File: src/rtl/hazard_ctrl.sv
// Pipeline hazard controller: per-register Normal/Stall/Flush modes for dmem waits, mul/div, branches and load-use.
// Optional perf counters (stall cycles, IF/ID flushes) are built when HAZARD_PERF_EN is defined.
module hazard_ctrl #(
  parameter int MULDIV_LAT = 4
) (
  input  logic       clk_i,
  input  logic       rst_i,
  input  logic [4:0] id_rs1_i,
  input  logic [4:0] id_rs2_i,
  input  logic       id_rs1_used_i,
  input  logic       id_rs2_used_i,
  input  logic [4:0] ex_rd_i,
  input  logic       ex_mem_read_i,
  input  logic       ex_branch_taken_i,
  input  logic       ex_muldiv_start_i,
  input  logic       dmem_busy_i,
  output logic [1:0] pc_mode_o,
  output logic [1:0] if_id_mode_o,
  output logic [1:0] id_ex_mode_o,
  output logic [1:0] ex_mem_mode_o,
  output logic [1:0] mem_wb_mode_o
`ifdef HAZARD_PERF_EN
  ,
  output logic [31:0] stall_cycles_o,
  output logic [31:0] flush_events_o
`endif
);

  localparam logic [1:0] MODE_NORMAL = 2'b00;
  localparam logic [1:0] MODE_STALL  = 2'b01;
  localparam logic [1:0] MODE_FLUSH  = 2'b10;

  typedef enum logic {
    RUN,
    MULDIV
  } state_t;

  state_t     state;
  logic [3:0] cnt;
  logic       load_use;

  // ID reads a register the load in EX has not produced yet; x0 never creates a hazard.
  assign load_use = ex_mem_read_i && (ex_rd_i != 5'd0) &&
                    ((id_rs1_used_i && (id_rs1_i == ex_rd_i)) ||
                     (id_rs2_used_i && (id_rs2_i == ex_rd_i)));

  always_comb begin
    pc_mode_o     = MODE_NORMAL;
    if_id_mode_o  = MODE_NORMAL;
    id_ex_mode_o  = MODE_NORMAL;
    ex_mem_mode_o = MODE_NORMAL;
    mem_wb_mode_o = MODE_NORMAL;
    if (rst_i) begin
      pc_mode_o     = MODE_FLUSH;
      if_id_mode_o  = MODE_FLUSH;
      id_ex_mode_o  = MODE_FLUSH;
      ex_mem_mode_o = MODE_FLUSH;
      mem_wb_mode_o = MODE_FLUSH;
    end else if (dmem_busy_i) begin
      pc_mode_o     = MODE_STALL;
      if_id_mode_o  = MODE_STALL;
      id_ex_mode_o  = MODE_STALL;
      ex_mem_mode_o = MODE_STALL;
      mem_wb_mode_o = MODE_FLUSH;
    end else if ((state == RUN && ex_muldiv_start_i) ||
                 (state == MULDIV && cnt != 4'd0)) begin
      // The mul/div holds EX; a bubble drains into MEM while WB retires normally.
      pc_mode_o     = MODE_STALL;
      if_id_mode_o  = MODE_STALL;
      id_ex_mode_o  = MODE_STALL;
      ex_mem_mode_o = MODE_FLUSH;
    end else if (state == MULDIV) begin
      // Release cycle: the finished result moves on, everything Normal.
      pc_mode_o     = MODE_NORMAL;
    end else if (ex_branch_taken_i) begin
      // Wrong-path instructions in IF and ID are squashed, which also masks any load-use.
      if_id_mode_o  = MODE_FLUSH;
      id_ex_mode_o  = MODE_FLUSH;
    end else if (load_use) begin
      pc_mode_o     = MODE_STALL;
      if_id_mode_o  = MODE_STALL;
      id_ex_mode_o  = MODE_FLUSH;
    end
  end

  // State register stage
  always_ff @(posedge clk_i) begin
    if (rst_i) begin
      state <= RUN;
      cnt   <= 4'd0;
    end else if (!dmem_busy_i) begin
      case (state)
        RUN: begin
          if (ex_muldiv_start_i) begin
            state <= MULDIV;
            cnt   <= 4'(MULDIV_LAT - 1);
          end
        end
        MULDIV: begin
          if (cnt != 4'd0) cnt <= cnt - 4'd1;
          else             state <= RUN;
        end
        default: state <= RUN;
      endcase
    end
  end

`ifdef HAZARD_PERF_EN
  // Perf counter stage
  always_ff @(posedge clk_i) begin
    if (rst_i) begin
      stall_cycles_o <= 32'd0;
      flush_events_o <= 32'd0;
    end else begin
      if (pc_mode_o == MODE_STALL)    stall_cycles_o <= stall_cycles_o + 32'd1;
      if (if_id_mode_o == MODE_FLUSH) flush_events_o <= flush_events_o + 32'd1;
    end
  end
`endif

endmodule
File: config.mk
export PLATFORM = sky130hd
export DESIGN_NAME = hazard_ctrl
export DESIGN_NICKNAME = d
export VERILOG_FILES = /design/src/rtl/hazard_ctrl.sv
export SDC_FILE = /design/constraint.sdc
export NUM_CORES = 1
export LEC_CHECK = 0
export CAP_MARGIN = 20
export CORE_MARGIN = 4
export CORE_UTILIZATION = 36
export CTS_BUF_LIST = sky130_fd_sc_hd__clkbuf_4
export DETAILED_ROUTE_END_ITERATION = 6
export PLACE_DENSITY = 0.81
export REMOVE_ABC_BUFFERS = 1
export SLEW_MARGIN = 30
export SYNTH_ARGS = -nofsm -noshare
export SYNTH_HDL_FRONTEND = slang
export SYNTH_SLANG_ARGS = --single-unit
export TNS_END_PERCENT = 30
File: constraint.sdc
create_clock -name clk_i -period 1.9 [get_ports clk_i]
set_input_delay 0.285 -clock clk_i [delete_from_list [all_inputs] [get_ports clk_i]]
set_output_delay 0.285 -clock clk_i [all_outputs]
set_load 0.02 [all_outputs]
==> run summary, run 1 <==
The worst hold path belongs to the class register to register. In this run, synthesis produced a sequential element count of 5. On the worst path, the slowest cell contributes a delay of 0.32 ns.

The number of nets at the end of the flow came out at 135. The run gives 0.26 ns as the clock latency at the later pin of the worst-skew pair. The worst setup path is of the register to output pin kind. Yosys mapped a number of flops with a built-in enable equal to 0.

The total number of placement rows came out at 12. The synthesized netlist contains 28 unique library cells. After synthesis the cells add up to 485 um^2.

In the final routed layout, each cell accounts on average for 16.3 um. Data arrives at the worst endpoint at 1.60 ns. The logs give 0 for the total number of yosys warnings and 4 for the number of search-and-repair iterations in the first detailed-routing pass.

Global routing consumed, over all layers together, 22.1% of the routing resources. The number of antenna diodes is 0, and the depth of the most critical reg-to-reg path is 6. The average instance in the mapped netlist occupies 7.96 um^2.

OpenSTA, run right after detailed placement, puts the worst setup slack at -0.678 ns. Setup violations remaining at the end of the flow were counted as 0. After detailed routing, the number of vias per cell comes to 5.27. The analysis attributes to cell leakage a power of 0.454 nW. Most used flip-flop cell after synthesis: dfxtp_1.

For this run, design rule violations remaining after detail routing come to 0. Summed over its instances, the top area cell type makes up 20.6% of the synthesized netlist area. The final antenna-violating net count was 0; the area growth from synthesis to final layout was 108%.

With fillers left out, the area of the finished cells amounts to 1010 um^2. The cell area reported after detailed placement was 910 um^2. Kind of start point of the critical path: a register. Hold timing on the final database bottoms out at a slack of 0.470 ns. After synthesis, the most frequently instantiated cells are 8 x xor2_1, 6 x nor2_1, 5 x dfxtp_1. The final number of hold-violating endpoints is 0, and the CTS buffer count is 3. Max-cap violations in this run came to 0. The logs give 20.6% for the register area share after synthesis and 0.846 for the final estimated routing congestion in global placement.

The first global-routing pass estimated 2970 um of wire. For this run the aggregate overflow at the end of global routing stands at 0. The critical path's slowest cell was dfxtp_2.

The destination of the worst register-to-register timing path was cnt[2]$_SDFFE_PP0P_. Synthesis produced 61 cells. Endpoint class of the critical path: an output pin. Along the worst path, the maximum fanout reaches 3.

xor2_1 is the most common cell in the netlist. After layout, the minimum clock period comes to 1.89 ns. TritonCTS built the clock tree.

The number of hold buffers added after CTS was 0. The total power consumption of the routed design is 514 uW, and the maximum number of pins on one net before global-route repair is 11. Setup repair after global routing could not meet its margin everywhere.

Setup slack of the worst register-to-register path: 0.38 ns. After clock tree synthesis, the clock-pin slew on the worst setup and hold paths is 0.04 ns. Counting instances, the worst hold path has a depth of 2. For the deepest clock path buffer count, the log shows 2.

The share of final-layout standard cells stronger than drive strength 1 is 43.6%, and the total die area is 2000 um^2. The die is 44.7 um tall. The startpoint of the most critical register-to-register path is cnt[0]$_SDFFE_PP0P_. The tools report the origin of the worst setup path as cnt[1]$_SDFFE_PP0P_. The flow ran to the end, and the final reports show no timing, DRC or antenna violations. The async set-reset flop share out of synthesis was 0%; the data required time at the worst endpoint was 1.62 ns. The detailed-placement wirelength estimate came out at 1540 um. Ranked by total cell area, the synthesized netlist is headed by dfxtp_1 21%, xor2_1 14%, buf_4 4.6%. Share of the clock period used by the worst path after layout: 99.3%. The I/O pin count was 33. The tree is rooted in a clkbuf_4. The initial core utilization is 40.9%, and the count of port buffers added during placement is 31.

The final max-slew violation count was 0. The signal on the critical path passes through inv_2, ha_4, and4bb_4, nor2_4, o21bai_4, buf_4, o21ai_4, buf_6. The clock net in this run drives a total of 5 sinks. The level count of the clock H-tree came out at 1. Initial antenna violation count: 0. The number of DRC violations after detailed-routing iteration 0 is 13. The filler cell count in the final layout is 69. For this design the ratio of total power to cell area is 509 nW/um^2. The tools report the timing endpoint of the critical path as pc_mode_o[0].

Wires add up to 2020 um. IR analysis of the VDD net gives a maximum drop of 361 uV. The area of the core region is 1190 um^2, and the worst setup slack after layout is 0.0138 ns.

Based on the critical path, the design can be clocked at up to 0.530 GHz. The setup skew after layout is 0.00368 ns. Number of global-route vias before repair: 617. The detailed router placed 654 vias in this run. The die is 44.7 um wide. The biggest area consumer among synthesized cells is dfxtp_1.
worst max-delay path, delay by kind of cell, from the launching register on:
family	cells	cell delay [ns]
fa+ha+maj	1	0.13
flops	1	0.32
simple gates	2	0.35
compound gates	2	0.22
buf+inv	3	0.33
cell families after synthesis:
logic type	after synthesis	synth area share [%]
simple gates	23	31.4
xor+xnor	10	18.0
flops	5	20.6
buf+inv	9	9.53
other cells	1	0.772
fa+ha+maj	1	2.58
compound gates	12	17.0
cell type report:
class / instances / area [um^2] / share of cell area [%]
repair buffers: 50 / 430 / 42.6
multi-input cells: 47 / 415 / 41.1
clock buffers: 4 / 30.0 / 2.97
well taps: 14 / 17.5 / 1.73
flip-flops and latches: 5 / 101 / 10.0
inverters: 4 / 15.0 / 1.49
placed cells by master (no fill, tap or decap), drive strengths merged:
cell / synthesis / routed
a311oi: 1 / 1
a32oi: 1 / 1
dfxtp: 5 / 5
and4bb: 1 / 1
nand2b: 1 / 1
o41ai: 2 / 2
nor3: 4 / 4
clkdlybuf4s15: 0 / 2
and2: 1 / 1
conb: 1 / 1
clkbuf: 2 / 7
buf: 3 / 23
nor2: 6 / 6
inv: 4 / 4
xor2: 8 / 8
xnor2: 2 / 2
clkdlybuf4s50: 0 / 11
ha: 1 / 1
o21ai: 2 / 2
dlymetal6s2s: 0 / 3
dlygate4sd2: 0 / 8
o21bai: 2 / 2
or2: 2 / 2
a21o: 1 / 1
nor4: 3 / 3
nand4b: 2 / 2
or4: 2 / 2
a21oi: 3 / 3
nor2b: 1 / 1
timing repair:
| action | in CTS | in global routing |
|---|---|---|
| buffers inserted | 0 | 2 |
| resized for setup | 41 | 23 |
| pin swaps | 6 | 7 |
| setup endpoints to repair | 8 | 5 |
per-layer routing:
layer	up-vias	global-route usage [%]	wire, um
met5	-	0	0
met4	0	13.9	67
met3	6	7.17	79
met2	20	37.8	1070
met1	316	23.0	807
li1	312	-	-
registers in the layout, summed over array words and instances (netlist names):
signal	count
cnt	4
state	1
worst min-delay path by stage:
stage	startpoint	to	slack (ns)
after floorplan	rst_i	cnt[2]$_SDFFE_PP0P_	0.35
after global placement	cnt[3]$_SDFFE_PP0P_	cnt[3]$_SDFFE_PP0P_	0.46
after detailed placement	cnt[3]$_SDFFE_PP0P_	cnt[3]$_SDFFE_PP0P_	0.46
after CTS	cnt[3]$_SDFFE_PP0P_	cnt[3]$_SDFFE_PP0P_	0.47
after global routing	cnt[3]$_SDFFE_PP0P_	cnt[3]$_SDFFE_PP0P_	0.50
final	cnt[3]$_SDFFE_PP0P_	cnt[3]$_SDFFE_PP0P_	0.47
per-stage QoR:
| step | setup TNS [ns] | util [%] | instances |
|---|---|---|---|
| after floorplan | 0 | - | 56 |
| after global placement | -2.44 | 76.7 | 118 |
| after detailed placement | -2.74 | 76.7 | 118 |
| after CTS | -0.117 | 78.9 | 122 |
| after global routing | -0.164 | 85.1 | 124 |
| final | 0 | 85.1 | 124 |
power by group:
group | switching [mW] | total (mW) | internal (mW) | leakage (nW)
clock network | 0.0560 | 0.150 | 0.0944 | 0.0184
registers | 0.00630 | 0.120 | 0.113 | 0.0414
logic | 0.113 | 0.244 | 0.131 | 0.394
No activity file was read; power rests on OpenSTA's default activity.
==> inputs of run 2 (changes only) <==
--- a/config.mk
+++ b/config.mk
@@ -12,6 +12,7 @@
 export DETAILED_ROUTE_END_ITERATION = 6
 export PLACE_DENSITY = 0.81
 export REMOVE_ABC_BUFFERS = 1
+export SKIP_LAST_GASP = 1
 export SLEW_MARGIN = 30
 export SYNTH_ARGS = -nofsm -noshare
 export SYNTH_HDL_FRONTEND = slang
==> run summary, run 2 (same netlist as run 1, synthesis figures left out) <==
The number of clock sinks is 5 (unchanged), and the clock-pin transition on the worst setup and hold timing paths is 0.04 ns (about the same). The buffering stage count on the worst path with inverters included works out to 3 (unchanged). The number of nets at the end of the flow was 134 (was 135). The minimum clock period after layout was 2.00 ns (was 1.89 ns); the global routing usage on met1 was 21.8% (was 23.0%).

Flip-flop count of the largest register after layout: 4 (unchanged). The root buffer selected by CTS is clkbuf_4 (unchanged). The tools report the total die area as 2000 um^2 (unchanged). The area of the core region is 1190 um^2 (unchanged), and the height of the chip is 44.7 um (unchanged).

Setup total negative slack: -0.161 ns (was 0 ns). Clock latency at the later pin of the worst-skew pair: 0.27 ns (was 0.26 ns). The logs give 0.00950 ns (was 0.00368 ns) for the setup skew after layout and 357 um^2 (was 415 um^2) for the footprint of the multi-input gates. For the CTS buffer count, the log shows 3 (unchanged).

Setup repair after global routing could not meet its margin everywhere. The number of DRC violations after detailed-routing iteration 0 was 17 (was 13); the final antenna-violating net count was 0 (unchanged). Initial core utilization: 40.9% (unchanged). The total power density per cell area came out at 524 nW/um^2 (was 509 nW/um^2). The run gives 0 (unchanged) as the total global routing overflow. Critical path's slowest cell: clkdlybuf4s50_1 (was dfxtp_2). The logs give 356 uV (was 361 uV) for the maximum VDD drop and 0.467 ns (was 0.470 ns) for the worst hold slack across all endpoints. Final estimated routing congestion in global placement: 0.846 (unchanged). Most used routing layer in global routing: met2 (unchanged).

The setup slack of the worst register-to-register path is 0.36 ns (was 0.38 ns). Commonest non-fill, non-tap cells in the layout: 19 x buf_4, 15 x clkdlybuf4s50_1, 8 x xor2_1, 8 x dlygate4sd2_1, 6 x nor2_1 (was 20 x buf_4, 11 x clkdlybuf4s50_1, 8 x xor2_1, 8 x dlygate4sd2_1). The total routing usage reported by global routing was 21.8% (was 22.1%); the final number of hold-violating endpoints was 0 (unchanged).

The run gives 0 (unchanged) as the number of remaining DRC errors. The final reports fail on negative setup slack. Class of the worst hold path: register to register (unchanged).

The tools report the I/O pin count as 33 (unchanged). The tools report the deepest clock path buffer count as 2 (unchanged). Largest registers: cnt x4, state x1 (unchanged). The most common cell type on the critical path is clkdlybuf4s50_1. The logs give 0 (unchanged) for the number of buffers inserted by hold repair at cts and 0 (unchanged) for the final max-slew violation count. Maximum number of pins on one net before global-route repair: 11 (unchanged). The initial antenna violation count is 0 (unchanged).

The kind of start point of the critical path was an input port (was a register). The total number of placement rows was 12 (unchanged); the fraction of met2 tracks used by global routing was 37.2% (was 37.8%). The level count of the clock H-tree is 1 (unchanged), and the share of the clock period used by the worst path after layout is 105% (was 99.3%). The flow ran to the end, but the final reports show violations. The largest incremental delay on the critical path was 0.60 ns (was 0.32 ns); the routed wire length was 2010 um (was 2020 um). The tools report the endpoint class of the critical path as an output pin (unchanged). The tools report the number of standard cells in the final layout excluding fillers as 123 (was 124). Most common cell after layout, fill and taps aside: buf_4 (unchanged).

The detail-routed via count per cell works out to 5.33 (was 5.27). The critical path class is input port to output pin (was register to output pin). The sequential cell area came out at 100 um^2 (was 101 um^2).

The routed wirelength normalized by instance count works out to 16.3 um (about the same). The area growth from synthesis to final layout came out at 95.1% (was 108%). Cells traversed along the worst timing path: clkdlybuf4s50_1, buf_4, nor2b_1, clkdlybuf4s50_1 (was inv_2, ha_4, and4bb_4, nor2_4, o21bai_4, buf_4, o21ai_4, buf_6). The tools report the data arrival time of the critical path as 1.71 ns (was 1.60 ns).

Detailed-placement wirelength estimate: 1540 um (unchanged). The number of search-and-repair iterations in the first detailed-routing pass was 4 (unchanged); the maximum clock rate was 0.500 GHz (was 0.530 GHz). The number of antenna diodes is 0 (unchanged), and the top fanout value on the critical path is 8 (was 3). The number of global-route vias before repair was 616 (was 617); the filler cell count in the final layout was 90 (was 69). Width of the chip: 44.7 um (unchanged).

The logs give 0 (unchanged) for the number of max-capacitance violations reported and 118 (unchanged) for the number of placed cells counting well taps. The worst setup slack after layout was -0.0996 ns (was 0.0138 ns). The global-route met3 utilization was 7.97% (was 7.17%).

The leakage power figure was 0.414 nW (was 0.454 nW); the setup violation total in the final timing report was 4 (was 0). The via count is 656 (was 654), and the count of port buffers added during placement is 31 (unchanged). Data required time at the worst endpoint: 1.62 ns (about the same). The critical path's top delay family is buffers and inverters (was simple AND/OR/NAND/NOR gates). The register bank with the most flops is cnt (unchanged).

TritonCTS built the clock tree. The share of final-layout standard cells stronger than drive strength 1 is 33.0% (was 43.6%). For the first-pass GRT wire length, the log shows 2950 um (was 2970 um).
[run 2: worst paths after layout]
kind | startpoint | to | cells after the start
max | dmem_busy_i | ex_mem_mode_o[0] | 4
min | cnt[3]$_SDFFE_PP0P_ | cnt[3]$_SDFFE_PP0P_ | 2
max reg2reg | cnt[1]$_SDFFE_PP0P_ | cnt[2]$_SDFFE_PP0P_ | 6
min reg2reg | cnt[3]$_SDFFE_PP0P_ | cnt[3]$_SDFFE_PP0P_ | 2
[run 2: repair_timing]
| item | CTS | global route |
|---|---|---|
| resized for setup | 34 | 9 |
| endpoints found under the setup margin | 8 | 7 |
| setup buffers | 0 | 1 |
| pin swaps | 6 | 2 |
[run 2: tightest hold or removal path: stages (launching register included)]
cell and delay (ns):
dfxtp_1 0.31, o41ai_1 0.06, a21oi_1 0.05
[run 2: report_power, final]
group	switching, mW	leakage [nW]	internal [mW]
clock	0.0596	0.0184	0.0946
sequential	0.00497	0.0411	0.113
combinational	0.101	0.355	0.123
total	0.166	0.414	0.330
[run 2: routing by layer]
layer	part of all wire, %	vias up
li1	-	311
met2	51	24
met1	39	311
met4	4.4	0
met5	0	-
met3	4.9	10
[run 2: cell type report]
| type | instances | share of cell area (%) |
|---|---|---|
| Clock buffer | 4 | 3.17 |
| Inverter | 4 | 1.59 |
| Multi-Input combinational cell | 47 | 37.6 |
| Sequential cell | 5 | 10.6 |
| Tap cell | 14 | 1.85 |
| Timing Repair Buffer | 49 | 45.2 |
[run 2: stage by stage]
step / setup slack [ns] / util (%) / total power [mW] / instance area [um^2]
floorplan: 0.163 / - / 0.203 / 454
global placement: -0.600 / 76.7 / 0.335 / 910
detailed placement: -0.678 / 76.7 / 0.342 / 910
CTS: -0.125 / 78.9 / 0.493 / 936
global route: -0.135 / 79.9 / 0.526 / 947
finish: -0.0996 / 79.9 / 0.496 / 947
==> inputs of run 3 (changes only) <==
--- a/config.mk
+++ b/config.mk
@@ -6,11 +6,13 @@
 export NUM_CORES = 1
 export LEC_CHECK = 0
 export CAP_MARGIN = 20
+export CELL_PAD_IN_SITES_DETAIL_PLACEMENT = 1
+export CELL_PAD_IN_SITES_GLOBAL_PLACEMENT = 1
 export CORE_MARGIN = 4
-export CORE_UTILIZATION = 36
+export CORE_UTILIZATION = 24
 export CTS_BUF_LIST = sky130_fd_sc_hd__clkbuf_4
 export DETAILED_ROUTE_END_ITERATION = 6
-export PLACE_DENSITY = 0.81
+export PLACE_DENSITY_LB_ADDON = 0.1
 export REMOVE_ABC_BUFFERS = 1
 export SKIP_LAST_GASP = 1
 export SLEW_MARGIN = 30
==> run summary, run 3 (same netlist as run 1, synthesis figures left out) <==
The flip-flop count of the largest register after layout is 4 (unchanged), and the routed wirelength normalized by instance count is 12.1 um (was 16.3 um). Number of search-and-repair iterations in the first detailed-routing pass: 3 (was 4). The area of the core region was 1940 um^2 (was 1190 um^2); the final antenna-violating net count was 0 (unchanged). Endpoint class of the critical path: an output pin (unchanged). Critical path class: register to output pin (was input port to output pin). The clock-pin transition on the worst setup and hold timing paths was 0.05 ns (was 0.04 ns); the largest incremental delay on the critical path was 0.31 ns (was 0.60 ns). For the clock latency at the later pin of the worst-skew pair, the log shows 0.25 ns (was 0.27 ns).

Filler cell count in the final layout: 248 (was 90). The final estimated routing congestion in global placement came out at 0.752 (was 0.846). For the number of max-capacitance violations reported, the log shows 0 (unchanged). The maximum number of pins on one net before global-route repair was 11 (unchanged).

The first-pass GRT wire length is 2510 um (was 2950 um), and the routed wire length is 1650 um (was 2010 um). Minimum clock period after layout: 1.97 ns (was 2.00 ns). Setup repair after global routing could not meet its margin everywhere.

Largest registers: cnt x4, state x1 (unchanged). The CTS buffer count came out at 3 (unchanged). The leakage power figure is 0.464 nW (was 0.414 nW).

Total routing usage reported by global routing: 12.1% (was 21.8%). Class of the worst hold path: register to register (unchanged). The worst setup slack after layout is -0.0684 ns (was -0.0996 ns).

The flow ran to the end, but the final reports show violations. The number of standard cells in the final layout excluding fillers is 137 (was 123), and the width of the chip is 53.0 um (was 44.7 um). The logs give 33 (unchanged) for the I/O pin count and 0 (unchanged) for the total global routing overflow.

Failing checks: negative setup slack (unchanged). The number of global-route vias before repair was 599 (was 616); the total power consumption of the routed design was 483 uW (was 496 uW). Count of port buffers added during placement: 31 (unchanged).

Data required time at the worst endpoint: 1.62 ns (about the same). For the data arrival time of the critical path, the log shows 1.68 ns (was 1.71 ns). Level count of the clock H-tree: 1 (unchanged).

The tools report the sequential cell area as 100 um^2 (unchanged). The share of the clock period used by the worst path after layout is 104% (was 105%), and the total power density per cell area is 480 nW/um^2 (was 524 nW/um^2). The tools report the setup slack of the worst register-to-register path as 0.36 ns (about the same).

Register bank with the most flops: cnt (unchanged). The via count came out at 621 (was 656). The run gives 280 uV (was 356 uV) as the maximum VDD drop.

The area growth from synthesis to final layout is 107% (was 95.1%). The height of the chip is 53.0 um (was 44.7 um), and the deepest clock path buffer count is 2 (unchanged). The tools report the kind of start point of the critical path as a register (was an input port). The setup violation total in the final timing report was 5 (was 4); the number of clock sinks was 5 (unchanged).

Most common cell after layout, fill and taps aside: buf_4 (unchanged). The number of antenna diodes came out at 0 (unchanged). The top fanout value on the critical path is 3 (was 8).

Root buffer selected by CTS: clkbuf_4 (unchanged). The number of placed cells counting well taps was 131 (was 118). The footprint of the multi-input gates was 382 um^2 (was 357 um^2). For the number of DRC violations after detailed-routing iteration 0, the log shows 1 (was 17). TritonCTS built the clock tree. The setup skew after layout is 0.00440 ns (was 0.00950 ns). The critical path's slowest cell was dlygate4sd2_1 (was clkdlybuf4s50_1). The maximum clock rate was 0.508 GHz (was 0.500 GHz). The detail-routed via count per cell came out at 4.53 (was 5.33). The share of final-layout standard cells stronger than drive strength 1 is 36.4% (was 33.0%), and the total number of placement rows is 16 (was 12). Most common cell type on the critical path: inv_1 (was clkdlybuf4s50_1). For the initial antenna violation count, the log shows 0 (unchanged). Commonest non-fill, non-tap cells in the layout: 20 x buf_4, 11 x clkdlybuf4s50_1, 8 x dlygate4sd2_1 (was 19 x buf_4, 15 x clkdlybuf4s50_1, 8 x xor2_1, 8 x dlygate4sd2_1, 6 x nor2_1). The logs give 0 (unchanged) for the number of remaining DRC errors and 2810 um^2 (was 2000 um^2) for the total die area. The number of nets at the end of the flow came out at 135 (was 134). The final max-slew violation count was 0 (unchanged). The run gives 51.8% (was 79.9%) as the final design utilization. For the detailed-placement wirelength estimate, the log shows 1400 um (was 1540 um). Cells traversed along the worst timing path: inv_1, ha_1, and4bb_4, nor2_1, o21bai_2, inv_1, dlygate4sd2_1 (was clkdlybuf4s50_1, buf_4, nor2b_1, clkdlybuf4s50_1). For the initial core utilization, the log shows 25.0% (was 40.9%).

For the final number of hold-violating endpoints, the log shows 0 (unchanged).
==> run 3: changes by cell type in the layout (fill, tap and decap cells not counted), sizes merged <==
| cell | delta |
|---|---|
| clkdlybuf4s50 | -4 |
| dlymetal6s2s | +4 |
| clkbuf | +1 |
==> run 3: repair_timing <==
action / in CTS / in global routing
buffers inserted: 0 / 2
endpoints found under the setup margin: 8 / 7
pin swaps: 7 / 6
hold buffers: 0 / 0
gates resized for setup: 35 / 14
==> run 3: power by group <==
| part | internal [mW] | switching, mW |
|---|---|---|
| registers | 0.113 | 0.00493 |
| logic | 0.125 | 0.0995 |
| clock network | 0.0939 | 0.0471 |
==> run 3: area by class of cell <==
class / instances / share of cell area (%)
timing repair buffer: 50 / 44.3
multi-input combinational: 47 / 37.9
sequential: 5 / 9.95
tap: 27 / 3.36
clock buffer: 4 / 2.99
inverter: 4 / 1.49
==> run 3: worst max-delay path, delay by kind of cell, from the launching register on <==
kind | cells | cell delay, ns
buf+inv | 3 | 0.43
simple gates | 2 | 0.34
flops | 1 | 0.30
fa+ha+maj | 1 | 0.18
compound gates | 1 | 0.18
==> run 3: worst paths after layout <==
check                       from  depth (start not counted)                  end
max          cnt[0]$_SDFFE_PP0P_                          7      id_ex_mode_o[0]
min          cnt[2]$_SDFFE_PP0P_                          3  cnt[2]$_SDFFE_PP0P_
max reg2reg  cnt[0]$_SDFFE_PP0P_                          7  cnt[1]$_SDFFE_PP0P_
min reg2reg  cnt[2]$_SDFFE_PP0P_                          3  cnt[2]$_SDFFE_PP0P_
==> run 3: stage by stage <==
| step | setup WS [ns] | setup TNS [ns] | area, um^2 | hold WS, ns |
|---|---|---|---|---|
| 2_1_floorplan | 0.163 | 0 | 454 | 0.354 |
| 3_3_place_gp | -0.636 | -2.56 | 926 | 0.571 |
| 3_5_place_dp | -0.676 | -2.70 | 926 | 0.594 |
| 4_1_cts | -0.104 | -0.361 | 951 | 0.605 |
| 5_1_grt | -0.157 | -0.702 | 1010 | 0.634 |
| 6_report | -0.0684 | -0.265 | 1010 | 0.592 |
==> run 3: per-layer routing <==
metal / global-route usage, % / vias up / part of all wire [%]
met2: 23.8 / 22 / 57
met4: 2.55 / 0 / 0
met1: 12.2 / 288 / 36
met5: 0 / - / 0
li1: - / 311 / -
met3: 3.66 / 0 / 7.1
